<file path="src/rtl/guess_capture_pkg.sv">
// Shared definitions for the up/down game: default guess geometry and the
// capture FSM state encoding used by guess_capture.
package updown_pkg;

  localparam int GUESS_WIDTH = 7;
  localparam int GUESS_MIN   = 1;
  localparam int GUESS_MAX   = 100;
  localparam int GUESS_TRIES = 7;
  localparam int GUESS_CNT_W = 4;

  typedef logic [1:0] cap_state_t;

  localparam cap_state_t ST_IDLE   = 2'd0;
  localparam cap_state_t ST_HOLD   = 2'd1;
  localparam cap_state_t ST_LOCKED = 2'd2;

  // Compared at 32 bits so that a zero lower bound does not become a constant compare.
  function automatic logic in_range_u(input logic [31:0] v,
                                      input logic [31:0] lo,
                                      input logic [31:0] hi);
    return (v >= lo) && (v <= hi);
  endfunction

endpackage

</file>
<file path="src/rtl/guess_capture_if.sv">
// Valid/ready handshake carrying a captured guess from guess_capture to the comparator.
interface guess_capture_if import updown_pkg::*; #(
  parameter int WIDTH = GUESS_WIDTH
);
  logic [WIDTH-1:0] guess_number;
  logic             guess_valid;
  logic             cmp_ready;

  modport master (output guess_number, output guess_valid, input  cmp_ready);
  modport slave  (input  guess_number, input  guess_valid, output cmp_ready);
endinterface

</file>
<file path="src/rtl/guess_capture_trigger_edge.sv">
// Rising-edge detector for the synchronised guess button. The history register
// resets to 1 so a button held through reset does not count as a press.
module trigger_edge (
  input  logic clk,
  input  logic reset,
  input  logic i_level,
  output logic o_edge
);
  logic r_q;

  always_ff @(posedge clk or posedge reset) begin
    if (reset) r_q <= 1'b1;
    else       r_q <= i_level;
  end

  assign o_edge = i_level & ~r_q;
endmodule

</file>
<file path="src/rtl/guess_capture.sv">
// Guess capture front end: one-shot capture with range check, valid/ready hand-off,
// attempt counting and lockout. Define GUESS_DUP_REJECT_EN to reject repeated guesses.
module guess_capture import updown_pkg::*; #(
  parameter int WIDTH     = GUESS_WIDTH,
  parameter int MIN_VAL   = GUESS_MIN,
  parameter int MAX_VAL   = GUESS_MAX,
  parameter int MAX_TRIES = GUESS_TRIES,
  parameter int CNT_W     = GUESS_CNT_W
) (
  input  logic             clk,
  input  logic             reset,
  input  logic             guess_trigger,
  input  logic [WIDTH-1:0] user_number,
  input  logic             new_round,
  guess_capture_if.master  cmp_if,
  output logic             err_range,
  output logic             err_dup,
  output logic [CNT_W-1:0] attempts_used,
  output logic             locked
);

  localparam logic [CNT_W-1:0] TRIES_W = CNT_W'(MAX_TRIES);

  cap_state_t       r_state;
  logic [WIDTH-1:0] r_guess;
  logic             r_valid;
  logic             r_err_range;
  logic [CNT_W-1:0] r_attempts;
  logic             r_locked;

  logic             w_edge;
  logic             w_in_range;
  logic             w_dup;
  logic             w_cap_edge;
  logic             w_range_err;
  logic             w_accept;
  logic             w_handshake;
  logic [CNT_W-1:0] w_next_cnt;
  logic             w_hit_limit;

  trigger_edge u_trigger_edge (
    .clk     (clk),
    .reset   (reset),
    .i_level (guess_trigger),
    .o_edge  (w_edge)
  );

  // new_round outranks everything, so an edge in the same cycle is simply dropped.
  assign w_in_range  = in_range_u(32'(user_number), 32'(MIN_VAL), 32'(MAX_VAL));
  assign w_cap_edge  = w_edge && (r_state == ST_IDLE) && !new_round;
  assign w_range_err = w_cap_edge && !w_in_range;
  assign w_accept    = w_cap_edge && w_in_range && !w_dup;
  assign w_handshake = (r_state == ST_HOLD) && r_valid && cmp_if.cmp_ready && !new_round;

  // Saturates at all-ones so an unlimited round never wraps back to zero.
  assign w_next_cnt  = (r_attempts == '1) ? r_attempts : r_attempts + 1'b1;
  assign w_hit_limit = (MAX_TRIES != 0) && (w_next_cnt == TRIES_W);

  // NOTE: sequential state uses non-blocking assignments so every register
  // samples pre-edge values regardless of statement order.
  always_ff @(posedge clk or posedge reset) begin
    if (reset) begin
      r_state     <= ST_IDLE;
      r_guess     <= '0;
      r_valid     <= 1'b0;
      r_err_range <= 1'b0;
      r_attempts  <= '0;
      r_locked    <= 1'b0;
    end else if (new_round) begin
      r_state     <= ST_IDLE;
      r_guess     <= '0;
      r_valid     <= 1'b0;
      r_err_range <= 1'b0;
      r_attempts  <= '0;
      r_locked    <= 1'b0;
    end else begin
      r_err_range <= w_range_err;
      case (r_state)
        ST_IDLE: begin
          if (w_accept) begin
            r_guess <= user_number;
            r_valid <= 1'b1;
            r_state <= ST_HOLD;
          end
        end
        ST_HOLD: begin
          if (w_handshake) begin
            r_valid    <= 1'b0;
            r_attempts <= w_next_cnt;
            if (w_hit_limit) begin
              r_state  <= ST_LOCKED;
              r_locked <= 1'b1;
            end else begin
              r_state  <= ST_IDLE;
            end
          end
        end
        ST_LOCKED: r_state <= ST_LOCKED;
        default:   r_state <= ST_IDLE;
      endcase
    end
  end

`ifdef GUESS_DUP_REJECT_EN
  logic [WIDTH-1:0] r_last;
  logic             r_have_last;
  logic             r_err_dup;
  logic             w_dup_err;

  assign w_dup     = r_have_last && (user_number == r_last);
  assign w_dup_err = w_cap_edge && w_in_range && w_dup;

  always_ff @(posedge clk or posedge reset) begin
    if (reset) begin
      r_last      <= '0;
      r_have_last <= 1'b0;
      r_err_dup   <= 1'b0;
    end else if (new_round) begin
      r_last      <= '0;
      r_have_last <= 1'b0;
      r_err_dup   <= 1'b0;
    end else begin
      r_err_dup <= w_dup_err;
      if (w_accept) begin
        r_last      <= user_number;
        r_have_last <= 1'b1;
      end
    end
  end

  assign err_dup = r_err_dup;
`else
  assign w_dup   = 1'b0;
  assign err_dup = 1'b0;
`endif

  assign cmp_if.guess_number = r_guess;
  assign cmp_if.guess_valid  = r_valid;
  assign err_range           = r_err_range;
  assign attempts_used       = r_attempts;
  assign locked              = r_locked;

endmodule

</file>
<file path="src/flat_wrapper.sv">
// flat-port wrapper written by rule: the top's interface ports become plain ports
module guess_capture_flat import updown_pkg::*;
#(
  parameter int WIDTH     = GUESS_WIDTH,
  parameter int MIN_VAL   = GUESS_MIN,
  parameter int MAX_VAL   = GUESS_MAX,
  parameter int MAX_TRIES = GUESS_TRIES,
  parameter int CNT_W     = GUESS_CNT_W
)
  (clk, reset, guess_trigger, user_number, new_round, err_range, err_dup, attempts_used, locked, cmp_if_guess_number, cmp_if_guess_valid, cmp_if_cmp_ready);
  guess_capture_if #(.WIDTH(WIDTH)) cmp_if_i ();
  input  logic clk;
  input  logic reset;
  input  logic guess_trigger;
  input  logic [WIDTH-1:0] user_number;
  input  logic new_round;
  output logic err_range;
  output logic err_dup;
  output logic [CNT_W-1:0] attempts_used;
  output logic locked;
  output wire logic [$bits(cmp_if_i.guess_number)-1:0] cmp_if_guess_number;
  output wire logic [$bits(cmp_if_i.guess_valid)-1:0] cmp_if_guess_valid;
  input wire logic [$bits(cmp_if_i.cmp_ready)-1:0] cmp_if_cmp_ready;
  assign cmp_if_guess_number = cmp_if_i.guess_number;
  assign cmp_if_guess_valid = cmp_if_i.guess_valid;
  assign cmp_if_i.cmp_ready = cmp_if_cmp_ready;
  guess_capture #(.WIDTH(WIDTH), .MIN_VAL(MIN_VAL), .MAX_VAL(MAX_VAL), .MAX_TRIES(MAX_TRIES), .CNT_W(CNT_W)) u_core (.clk(clk), .reset(reset), .guess_trigger(guess_trigger), .user_number(user_number), .new_round(new_round), .cmp_if(cmp_if_i), .err_range(err_range), .err_dup(err_dup), .attempts_used(attempts_used), .locked(locked));
endmodule
</file>
<file path="config.mk">
export PLATFORM = sky130hd
export DESIGN_NAME = guess_capture_flat
export DESIGN_NICKNAME = d
export VERILOG_FILES = /design/src/rtl/guess_capture_pkg.sv /design/src/rtl/guess_capture_if.sv /design/src/rtl/guess_capture_trigger_edge.sv /design/src/rtl/guess_capture.sv /design/src/flat_wrapper.sv
export SDC_FILE = /design/constraint.sdc
export NUM_CORES = 1
export LEC_CHECK = 0
export CAP_MARGIN = 20
export CORE_MARGIN = 4
export CORE_UTILIZATION = 48
export CTS_CLUSTER_SIZE = 25
export DETAILED_ROUTE_END_ITERATION = 7
export GPL_TIMING_DRIVEN = 0
export HOLD_SLACK_MARGIN = 0.1
export PLACE_DENSITY_LB_ADDON = 0.2
export SLEW_MARGIN = 20
export SYNTH_ARGS = -nofsm -noshare
export SYNTH_HDL_FRONTEND = slang
export SYNTH_SLANG_ARGS = --single-unit
</file>
<file path="constraint.sdc">
create_clock -name clk -period 3.08 [get_ports clk]
set_input_delay 0.616 -clock clk [delete_from_list [all_inputs] [get_ports clk]]
set_output_delay 0.616 -clock clk [all_outputs]
set_load 0.03 [all_outputs]
</file>
Word level (Yosys, flattened, before mapping)
Cells that the tools add are included.

Input bits: 12. Register bits after elaboration: 17.

Multiplexer cells: 21. Reductions and logical operators: 22. $lt $le $gt $ge: 2. Eq/ne operators: 6. Add/sub/neg operators: 1. Bitwise gates (word level): 2.

Operators by type and width (count): 7-bit two-way mux (3); 4-bit two-way mux (4); 2-bit nonzero test (5); 1-bit logical AND (8); 1-bit two-way mux (8); 2-bit two-way mux (4); 7-bit by 1-bit >= comparator with 1-bit output, second input constant (1); 7-bit <= comparator, second input constant (1); 3-bit by 2-bit != test with 1-bit output, second input constant (2); 2-bit one-hot mux with 3 select lines (1); 2-bit AND reduction (3); 3-bit AND reduction (2); 4-bit by 1-bit adder with 4-bit output, second input constant (1); 4-bit by 3-bit == test with 1-bit output, second input constant (1); 4-bit == test, second input constant (1); 3-bit nonzero test (1); 2-bit by 1-bit == test with 1-bit output, second input constant (1); 2-bit == test, second input constant (1); 1-bit logical NOT (2); 2-bit logical NOT (1); 1-bit one-hot mux with 2 select lines (1); 1-bit AND (1); 1-bit inverter (1).

Logic depth before layout (Yosys ltp)
Gate-level depths: netlist (run 1).

Word-level depth: 8. Depth in mapped cells: 5. Gate-level depth less buffers: 5.

Hierarchy
Synthesis (run 1) repeated with hierarchy kept, for this count alone.

Cells, all modules: 76. Area, all modules: 858.3 µm².

By module, submodules not included: guess_capture (area an instance 814.5 µm², cells an instance 73, times used 1); trigger_edge (area an instance 43.8 µm², cells an instance 3, times used 1).

Worst setup path after synthesis (run 1)
Ideal clock, no wire load.

Path kind: in2reg. From: in user_number[0]. To: reg u_core.r_guess[0], in the netlist u_core.cmp_if.guess_number[0]. Data arrival time: 1.816 ns. Path slack: 1.139 ns. Stages: 4. Data required time: 2.955 ns. Path through: or4_1 -> nor4_4 -> nor3_4 -> mux2_4.

Cells in the longest elaborated chain, start to end: 5. Elaborated cells between the ends (all ways): 9. Those cells by class: 2 x order compare; 3 x mux; 4 x reduce/logical.

RTL lines: start, declared (line flat_wrapper.sv:15) `input logic [WIDTH-1:0] user_number;`; 7-bit by 1-bit >= comparator with 1-bit output / 7-bit <= comparator (equally long branches) (line guess_capture_pkg.sv:21) `return (v >= lo) && (v <= hi);`; 1-bit logical AND (line guess_capture_pkg.sv:21); 1-bit logical AND (line guess_capture.sv:52) `assign w_accept = w_cap_edge && w_in_range && !w_dup;`; 2-bit nonzero test (no source line); 2-bit AND reduction (no source line); end signal, assigned (line guess_capture.sv:81) `r_guess <= user_number;`; end, declared (line guess_capture.sv:25) `logic [WIDTH-1:0] r_guess;`.

Parallel ways exist; a longest one is shown, timed or not. The select of a mux whose other input is x is not followed. A chain may end at the register's enable or synchronous reset.

Worst setup path in the final report (run 1)
From: in new_round. To: reg u_core.r_guess[0], in the netlist u_core.cmp_if.guess_number[0].

Cells in the longest elaborated chain, start to end: 5. Elaborated cells between the ends (all ways): 7. Those cells by class: 1 x mux; 6 x reduce/logical.

RTL lines: start, declared (line flat_wrapper.sv:16) `input logic new_round;`; 1-bit logical NOT (line guess_capture.sv:50) `assign w_cap_edge = w_edge && (r_state == ST_IDLE) && !new_round;`; 1-bit logical AND (line guess_capture.sv:50); 1-bit logical AND (line guess_capture.sv:52); 2-bit nonzero test (no source line); 2-bit AND reduction (no source line).

Parallel ways exist; a longest one is shown, timed or not.

==> impl_metrics.csv, run 1 <==
group,metric,value,unit
worst_setup_path,cp_data_required_time,3.25,ns
synth,yosysUniqueCellTypes,32,
floorplanning,dieArea,2590,um^2
timing,slew_headroom,57.2,%
placed_design,dp_cells,128,
synth,synth_warnings,0,
global_route,met2_usage,29.3,%
timing,hold_violations,0,
synth,synthMuxAreaShare,13.0,%
final_layout,fillers,145,
synth,postSynthCellCount,78,
pwr,p_sw_share,26.8,%
detailed_routing,final_antenna_net_count,0,
min_path,worstHoldStart,"u_core.locked",
final_layout,register_area,427,um^2
synth,ys_ff_latch,17,
global_route,grtUsageMet1,16.0,%
min_path,holdPathEnd,"u_core.locked",
cts,cts_buffers,3,
detailed_routing,drt_iter0_drc,4,
detailed_routing,first_pass_iters,2,
detailed_routing,vias,662,
pwr,ir_worst_vdd,0.000225,V
floorplanning,fp.dieW,50.9,um
pwr,power.density,366,nW/um^2
synth,synth_top_family_by_area,"simple AND/OR/NAND/NOR gates",
final_layout,n_antenna_cell,0,
synth,yosysTopAreaCell,"dfrtp_1",
global_route,grt_pass1_wl,2950,um
global_route,use_met3,3.21,%
synth,yosysSeqAreaShare,48.4,%
timing,skew,0.00944,ns
synth,yosys-top-cells-area,"dfrtp_1 45%, mux2_4 12%, nor2b_1 5.7%",
global_route,grt-busiest-layer,"met2",
worst_setup_path,worst_ep_arrival_time,2.42,ns
worst_setup_path,r2r-start,"u_core.r_state[0]",
timing,post-route-period-util,73.0,%
global_route,grt.overflow.total,0,
synth,yosys.area_share.simple,23.0,%
cts,clk_pin_slew_worst_paths,0.11,ns
min_path,hold_path.class,"reg2reg",
cts,cts_htree_levels,1,
detailed_routing,wl,1630,um
timing,clock.fmax,0.444,GHz
global_route,track_usage,15.0,%
worst_setup_path,worst-setup-path-type,"in2reg",
worst_setup_path,reg2reg_to,"u_core.cmp_if.guess_number[0]",
synth,synthAdderAreaFrac,1.42,%
synth,synth_compound_area_share,8.79,%
synth,synth-async-reset-ratio,100,%
synth,avgSynthCellArea,11.3,um^2
final_layout,final_cells,132,
synth,syn-num-nets,91,
pwr,power.total,436,uW
timing,tightest_slew,0.641,ns
worst_setup_path,path_max_fanout,9,
worst_setup_path,critPathLaunchType,"input port",
cts,ctsResizeCount,0,
synth,synth_edf_count,0,
worst_setup_path,rrSetupSlack,1.28,ns
synth,post-synth-top-count-cell,"dfrtp_1",
worst_setup_path,worstRegToRegCells,4,
detailed_routing,routed_via_density,5.02,
status,status,"completed",
final_layout,area_delta_synth_final,35.0,%
synth,ys.flop_type,"dfrtp_1",
worst_setup_path,end_kind,"flop",
cts,clk-insertion-delay-late,0.29,ns
final_layout,fin_nets,121,
floorplanning,rows,15,
placed_design,hpwl,1280,um
cts,cts_root_buf,"clkbuf_4",
timing,setup_tns,0,ns
pwr,pwr-share-clk,27.3,%
timing,rsz0062_at_grt,"no",
timing,min_period,2.25,ns
cts,cts_setup_buffers,0,
synth,synthTopCellsByCount,"16 x dfrtp_1, 8 x nor2b_1, 7 x mux2_4, 7 x nor2_1",
global_route,antenna_found_initial,0,
synth,synth_xor_xnor_area_share,1.99,%
placed_design,gp_congestion,0.744,
cts,cts_tree,"yes",
pwr,switchingPower,117,uW
global_route,grt_pass1_vias,719,
synth,synthesis.area,882,um^2
pwr,power_frac_comb,18.1,%
cts,clk_path_buf_depth,2,
timing,drv_slew,0,
synth,yosysTopAreaCellShare,45.4,%
timing,finalSetupViolCount,0,
min_path,whs_path_depth,2,
floorplanning,ioPinCount,27,
floorplanning,core,1730,um^2
cts,cts_sinks,17,
detailed_routing,drc,0,
final_layout,multiInputGateArea,429,um^2
placed_design,port_buffers,25,
floorplanning,die_h,50.9,um
pwr,p_leak,0.511,nW
cts,cts-hold-fix-buffers,0,
timing,hold_ws,0.512,ns
job,cap_violations,0,
floorplanning,start_util,51.1,%
global_route,grt_max_degree,18,
pwr,intPower,319,uW
final_layout,drive_above_1_share,16.8,%
detailed_routing,wire_per_inst,12.3,um
pwr,seqPwrFrac,54.6,%
==> worst max-delay path by stage <==
| stage | slack (ns) | cells past startpoint | end | startpoint |
|---|---|---|---|---|
| finish | 0.83 | 5 | u_core.cmp_if.guess_number[0] | new_round |
| global route | 0.74 | 5 | u_core.cmp_if.guess_number[3] | new_round |
| CTS | 0.80 | 5 | u_core.cmp_if.guess_number[4] | new_round |
| detailed placement | 0.49 | 5 | u_core.cmp_if.guess_number[0] | new_round |
| global placement | 0.51 | 5 | u_core.cmp_if.guess_number[2] | new_round |
| floorplan | 1.14 | 4 | u_core.cmp_if.guess_number[0] | user_number[0] |
==> sequential cells by signal (all words and copies together) (netlist names) <==
register                    cells
u_core.err_range                1
u_core.cmp_if.guess_valid       1
u_core.locked                   1
u_core.u_trigger_edge.r_q       1
u_core.r_state                  2
u_core.cmp_if.guess_number      7
u_core.attempts_used            4
==> through the flow <==
step           cell area, um^2  setup slack [ns]  utilization, %
2_1_floorplan              882              1.14               -
3_3_place_gp              1160             0.511            67.4
3_5_place_dp              1160             0.490            67.4
4_1_cts                   1190             0.801            69.0
5_1_grt                   1190             0.741            69.0
6_report                  1190             0.830            69.0
==> placed cells by master, fill, tap and decap left out, types with 2 or more instances in the layout <==
cell type,n
nor2b_1,8
nand3_1,2
nor3_1,2
dfrtp_1,16
mux2_4,7
inv_1,4
a21oi_1,4
clkbuf_4,3
nand2_1,4
nand2b_1,2
nor2_1,7
clkdlybuf4s50_1,25
==> worst max-delay path: stages <==
cell,delay [ns]
clkdlybuf4s50_1,0.53
nor4_2,0.30
nand2_1,0.13
nor3_4,0.50
mux2_4,0.34
==> metal layers <==
layer	vias to the layer above	part of all wire (%)
li1	329	-
met1	313	42
met2	20	52
met3	0	5.7
met4	0	0
met5	-	0
==> power groups by stage <==
stage / clock network (mW) / logic, mW / registers, mW
finish: 0.119 / 0.0787 / 0.238
global route: 0.129 / 0.0853 / 0.239
CTS: 0.123 / 0.0800 / 0.238
detailed placement: 0 / 0.0800 / 0.242
global placement: 0 / 0.0788 / 0.242
floorplan: 0 / 0.0307 / 0.254
==> logic make-up after synthesis <==
group	Yosys count
flops	17
compound gates	11
fa+ha+maj	1
simple gates	32
other cells	1
xor+xnor	2
mux	8
buf+inv	6
==> layout make-up <==
class                   instances  area share [%]
multi-input cells              55            36.0
flip-flops and latches         17            35.8
repair buffers                 25            21.0
well taps                      25            2.63
clock buffers                   3            1.89
inverters                       4            1.26
plain buffers                   2           0.945
clock inverters                 1           0.420
(Power assumes the default switching activity.)
==> run 2: changes to the inputs <==
--- a/config.mk
+++ b/config.mk
@@ -7,7 +7,7 @@
 export LEC_CHECK = 0
 export CAP_MARGIN = 20
 export CORE_MARGIN = 4
-export CORE_UTILIZATION = 48
+export CORE_UTILIZATION = 45
 export CTS_CLUSTER_SIZE = 25
 export DETAILED_ROUTE_END_ITERATION = 7
 export GPL_TIMING_DRIVEN = 0
==> constraint.sdc (replaced) <==
create_clock -name clk -period 2.2 [get_ports clk]
set_input_delay 0.44 -clock clk [delete_from_list [all_inputs] [get_ports clk]]
set_output_delay 0.44 -clock clk [all_outputs]
set_load 0.03 [all_outputs]
==> run 2 against run 1 <==
Sequential power rose by 40%; clock power rose by 44%; final area stayed put; global-route usage increased by 1.5 points; register-to-register slack lost 0.93 ns; flip-flop and latch count unchanged; via count rose by 4.8%; worst hold slack improved by 0.0088 ns; total power increased by 42%; first-iteration DRC count rose to 3.5 times the previous value; final cell count unchanged.
==> impl_metrics.csv, run 2 (synthesis gave the netlist of run 1 again) <==
group,metric,value,unit
placed_design,place_area,1160,um^2
job,cap_violations,0,
global_route,grt_pass1_vias,722,
min_path,hold_path.class,"in2async",
timing,slew_headroom,57.4,%
cts,cts_buffers,3,
worst_setup_path,crit_chain,"clkdlybuf4s50_1 -> nor4_2 -> nand2_1 -> nor3_4 -> mux2_4",
pwr,p_sw_share,27.7,%
worst_setup_path,critPathLaunchType,"input port",
final_layout,layout_commonest_cell,"clkdlybuf4s50_1",
pwr,switchingPower,171,uW
floorplanning,core,1780,um^2
global_route,grt.overflow.total,0,
cts,clk-insertion-delay-late,0.29,ns
placed_design,port_buffers,25,
timing,drv_slew,0,
final_layout,fillers,136,
cts,cts_htree_levels,1,
timing,finalSetupViolCount,0,
pwr,intPower,446,uW
timing,skew,0.00105,ns
worst_setup_path,path_max_fanout,9,
final_layout,final_design_area_no_fill,1190,um^2
timing,rsz0062_at_grt,"no",
placed_design,post-place-ws,-0.221,ns
timing,hold_violations,0,
global_route,antenna_found_initial,0,
floorplanning,rows,15,
timing,min_period,2.09,ns
placed_design,hpwl,1500,um
cts,clk_pin_slew_worst_paths,0.10,ns
final_layout,register_area,427,um^2
detailed_routing,vias,694,
final_layout,n_antenna_cell,0,
global_route,track_usage,16.5,%
cts,cts_tree,"yes",
cts,clk_path_buf_depth,2,
timing,post-route-period-util,95.0,%
worst_setup_path,critPathTopFamily,"simple AND/OR/NAND/NOR gates",
final_layout,largest_reg_flops,7,
detailed_routing,routed_via_density,5.26,
detailed_routing,wl,1960,um
timing,clock.fmax,0.478,GHz
worst_setup_path,cp_data_required_time,2.39,ns
global_route,grt_max_degree,18,
worst_setup_path,worst-setup-path-type,"in2reg",
cts,cts_root_buf,"clkbuf_4",
pwr,power.density,518,nW/um^2
worst_setup_path,max_stage_delay,0.53,ns
cts,cts_sinks,17,
global_route,grt_pass1_wl,3230,um
worst_setup_path,worst_ep_arrival_time,2.28,ns
floorplanning,dieArea,2730,um^2
detailed_routing,drc,0,
cts,cts_setup_buffers,0,
detailed_routing,drt_iter0_drc,14,
detailed_routing,wire_per_inst,14.9,um
pwr,pwr-share-clk,27.7,%
pwr,power_frac_comb,18.2,%
status,status,"completed",
timing,tightest_slew,0.638,ns
worst_setup_path,end_kind,"flop",
pwr,seqPwrFrac,54.1,%
floorplanning,ioPinCount,27,
final_layout,drive_above_1_share,16.8,%
final_layout,fin_nets,121,
final_layout,layout_common_cells,"25 x clkdlybuf4s50_1, 16 x dfrtp_1, 8 x nor2b_1, 7 x nor2_1, 7 x mux2_4",
cts,ctsResizeCount,0,
floorplanning,die_h,52.3,um
pwr,ir_worst_vdd,0.000334,V
timing,setup_slack,0.109,ns
floorplanning,fp.dieW,52.3,um
worst_setup_path,critPathSlowestCell,"clkdlybuf4s50_1",
final_layout,area_delta_synth_final,35.0,%
detailed_routing,first_pass_iters,4,
detailed_routing,final_antenna_net_count,0,
cts,cts-hold-fix-buffers,0,
floorplanning,start_util,49.5,%
placed_design,gp_congestion,0.803,
final_layout,multiInputGateArea,429,um^2
worst_setup_path,critPathBufInv,1,
pwr,p_leak,0.511,nW
-- run 2: per-stage QoR --
step | hold WS, ns | util (%) | std cells | total power [mW] | setup TNS, ns
detailed placement | 0.527 | 65.3 | 128 | 0.452 | -1.54
CTS | 0.546 | 66.8 | 132 | 0.622 | 0
global placement | 0.487 | 65.3 | 128 | 0.450 | -1.35
floorplan | 0.365 | - | 78 | 0.398 | 0
global route | 0.561 | 66.8 | 132 | 0.648 | 0
finish | 0.520 | 66.8 | 132 | 0.618 | 0
-- run 2: worst register-to-register path, delay by kind of cell (launching register included) --
kind / cells / cell delay [ns]
AND/OR/NAND/NOR: 3 / 0.92
multiplexers: 1 / 0.35
flip-flops: 1 / 0.47
-- run 2: power groups by stage --
stage	Sequential (mW)	Clock, mW	Combinational (mW)
2_1_floorplan	0.355	0	0.0430
3_3_place_gp	0.339	0	0.111
3_5_place_dp	0.340	0	0.113
4_1_cts	0.334	0.174	0.113
5_1_grt	0.336	0.193	0.119
6_report	0.334	0.171	0.112
-- run 2: worst paths after layout --
path                                         from                       endpoint  cells past startpoint  slack, ns
worst min register to register      u_core.locked                  u_core.locked                      2       0.55
min in group clk                    u_core.locked                  u_core.locked                      2       0.55
worst max-delay path                    new_round  u_core.cmp_if.guess_number[0]                      5       0.11
max in group asynchronous                   reset      u_core.cmp_if.guess_valid                      2       1.27
worst max register to register  u_core.r_state[0]  u_core.cmp_if.guess_number[0]                      4       0.35
worst min-delay path                        reset  u_core.cmp_if.guess_number[4]                      2       0.52
-- run 2: layer usage --
metal  global-route usage, %  share of wire, %  up-vias
met1                    19.0                44      339
met4                    9.79               2.7        0
li1                        -                 -      329
met3                    3.42               5.0        7
met2                    28.0                48       19
met5                       0                 0        -
-- run 2: area by class of cell --
class	instances	area share, %
clock inverters	1	0.420
repair buffers	25	21.0
clock buffers	3	1.89
well taps	25	2.63
plain buffers	2	0.945
flip-flops and latches	17	35.8
multi-input cells	55	36.0
inverters	4	1.26
==> run 3: changes to the inputs <==
--- a/config.mk
+++ b/config.mk
@@ -7,7 +7,8 @@
 export LEC_CHECK = 0
 export CAP_MARGIN = 20
 export CORE_MARGIN = 4
-export CORE_UTILIZATION = 45
+export CORE_UTILIZATION = 47
+export CTS_BUF_LIST = sky130_fd_sc_hd__clkbuf_8
 export CTS_CLUSTER_SIZE = 25
 export DETAILED_ROUTE_END_ITERATION = 7
 export GPL_TIMING_DRIVEN = 0
==> run 3 against run 2 <==
Critical path depth grew 2; worst hold slack lost 0.013 ns; clock skew is essentially flat; first-iteration DRC count shrank 57%; clock power grew 32%; final area grew 3.8%; non-clock buffer count grew 2; fmax is essentially flat; setup slack gained 0.0014 ns; critical endpoint is now u_core.r_state[0]; largest cell class unchanged; largest power group unchanged.
==> impl_metrics.csv, run 3 (synthesis gave the netlist of run 1 again) <==
group,metric,value,unit
final_layout,drive_above_1_share,17.4,%
worst_setup_path,rrSetupSlack,0.54,ns
cts,cts_setup_buffers,0,
worst_setup_path,end_kind,"flop",
min_path,hold_path.class,"reg2reg",
placed_design,hpwl,1360,um
timing,clock.fmax,0.479,GHz
detailed_routing,vias,677,
final_layout,area_delta_synth_final,40.1,%
timing,tightest_slew,0.640,ns
min_path,worstHoldStart,"u_core.locked",
timing,setup_slack,0.111,ns
cts,clk_path_buf_depth,2,
cts,clk-insertion-delay-late,0.25,ns
cts,cts_buffers,3,
detailed_routing,final_antenna_net_count,0,
timing,finalSetupViolCount,0,
placed_design,post-place-ws,-0.216,ns
detailed_routing,drc,0,
worst_setup_path,critPathLaunchType,"input port",
floorplanning,rows,15,
placed_design,port_buffers,25,
global_route,antenna_found_initial,0,
min_path,holdPathEnd,"u_core.locked",
status,status,"completed",
final_layout,fin_nets,123,
worst_setup_path,worst_ep_arrival_time,2.23,ns
worst_setup_path,cp_data_required_time,2.34,ns
detailed_routing,wire_per_inst,13.5,um
min_path,whs_path_depth,2,
final_layout,layout_commonest_cell,"clkdlybuf4s50_1",
cts,cts_tree,"yes",
final_layout,largest_reg_flops,7,
timing,rsz0062_at_grt,"no",
global_route,track_usage,15.0,%
cts,cts_root_buf,"clkbuf_8",
timing,skew,0.00140,ns
floorplanning,dieArea,2630,um^2
cts,cts-hold-fix-buffers,0,
worst_setup_path,r2r-start,"u_core.r_state[0]",
timing,setup_tns,0,ns
global_route,grt.overflow.total,0,
floorplanning,die_h,51.3,um
job,cap_violations,0,
timing,drv_slew,0,
final_layout,final_cells,134,
placed_design,place_area,1160,um^2
global_route,grt_pass1_vias,688,
worst_setup_path,path_max_fanout,8,
cts,cts_htree_levels,1,
cts,cts_sinks,17,
worst_setup_path,worst-setup-path-type,"in2reg",
placed_design,dp_cells,128,
final_layout,n_antenna_cell,0,
floorplanning,ioPinCount,27,
worst_setup_path,worstRegToRegCells,5,
detailed_routing,first_pass_iters,2,
final_layout,utilization,70.8,%
detailed_routing,drt_iter0_drc,6,
timing,hold_violations,0,
pwr,ir_worst_vdd,0.000418,V
floorplanning,core,1750,um^2
worst_setup_path,reg2reg_to,"u_core.cmp_if.guess_number[4]",
detailed_routing,routed_via_density,5.05,
cts,clk_pin_slew_worst_paths,0.06,ns
cts,ctsResizeCount,0,
floorplanning,start_util,50.5,%
placed_design,gp_congestion,0.735,
global_route,grt_pass1_wl,3060,um
final_layout,final_design_area_no_fill,1240,um^2
timing,min_period,2.09,ns
timing,post-route-period-util,95.0,%
timing,slew_headroom,57.3,%
detailed_routing,wl,1810,um
pwr,p_leak,0.534,nW
pwr,power.density,547,nW/um^2
floorplanning,fp.dieW,51.3,um
global_route,grt_max_degree,18,
final_layout,layout_common_cells,"25 x clkdlybuf4s50_1, 16 x dfrtp_1, 8 x nor2b_1, 7 x nor2_1, 7 x mux2_4",
run 3: final cells by class:
class,instances,area [um^2]
Fill cell,128,509
Multi-Input combinational cell,55,429
Sequential cell,17,427
Timing Repair Buffer,27,278
Clock buffer,3,41.3
Tap cell,25,31.3
Inverter,4,15.0
Buffer,2,11.3
Clock inverter,1,3.75
run 3: worst max path at each step:
stage / start / endpoint / slack [ns] / cells past startpoint
after floorplan: user_number[0] / u_core.cmp_if.guess_number[0] / 0.43 / 4
after global placement: new_round / u_core.cmp_if.guess_number[0] / -0.22 / 5
after detailed placement: new_round / u_core.cmp_if.guess_number[0] / -0.22 / 5
after CTS: new_round / u_core.cmp_if.guess_number[0] / 0.03 / 5
after global routing: user_number[0] / u_core.r_state[0] / 0.04 / 7
final: user_number[0] / u_core.r_state[0] / 0.11 / 7
run 3: per-stage QoR:
stage	power (mW)	hold slack (ns)
final	0.676	0.507
after global routing	0.700	0.552
after CTS	0.678	0.508
after detailed placement	0.452	0.492
after global placement	0.450	0.480
after floorplan	0.398	0.365
run 3: worst max-delay path, stage by stage:
cell and delay (ns):
clkdlybuf4s50_1 0.43, or4_1 0.58, nor4_4 0.23, nor3_4 0.07, buf_12 0.15, buf_4 0.13
a41o_1 0.19
run 3: routing by layer:
| layer | part of all wire, % | vias to the layer above | global-route usage (%) |
|---|---|---|---|
| li1 | - | 331 | - |
| met1 | 47 | 331 | 21.4 |
| met2 | 48 | 15 | 23.4 |
| met3 | 4.3 | 0 | 3.79 |
| met4 | 0 | 0 | 2.62 |
| met5 | 0 | - | 0 |
run 3: where the power goes:
group | switching (mW) | total, mW | leakage [nW] | internal, mW
clock | 0.103 | 0.226 | 0.0269 | 0.124
combinational | 0.0580 | 0.116 | 0.277 | 0.0582
sequential | 0.00928 | 0.334 | 0.231 | 0.325
total | 0.170 | 0.676 | 0.534 | 0.506
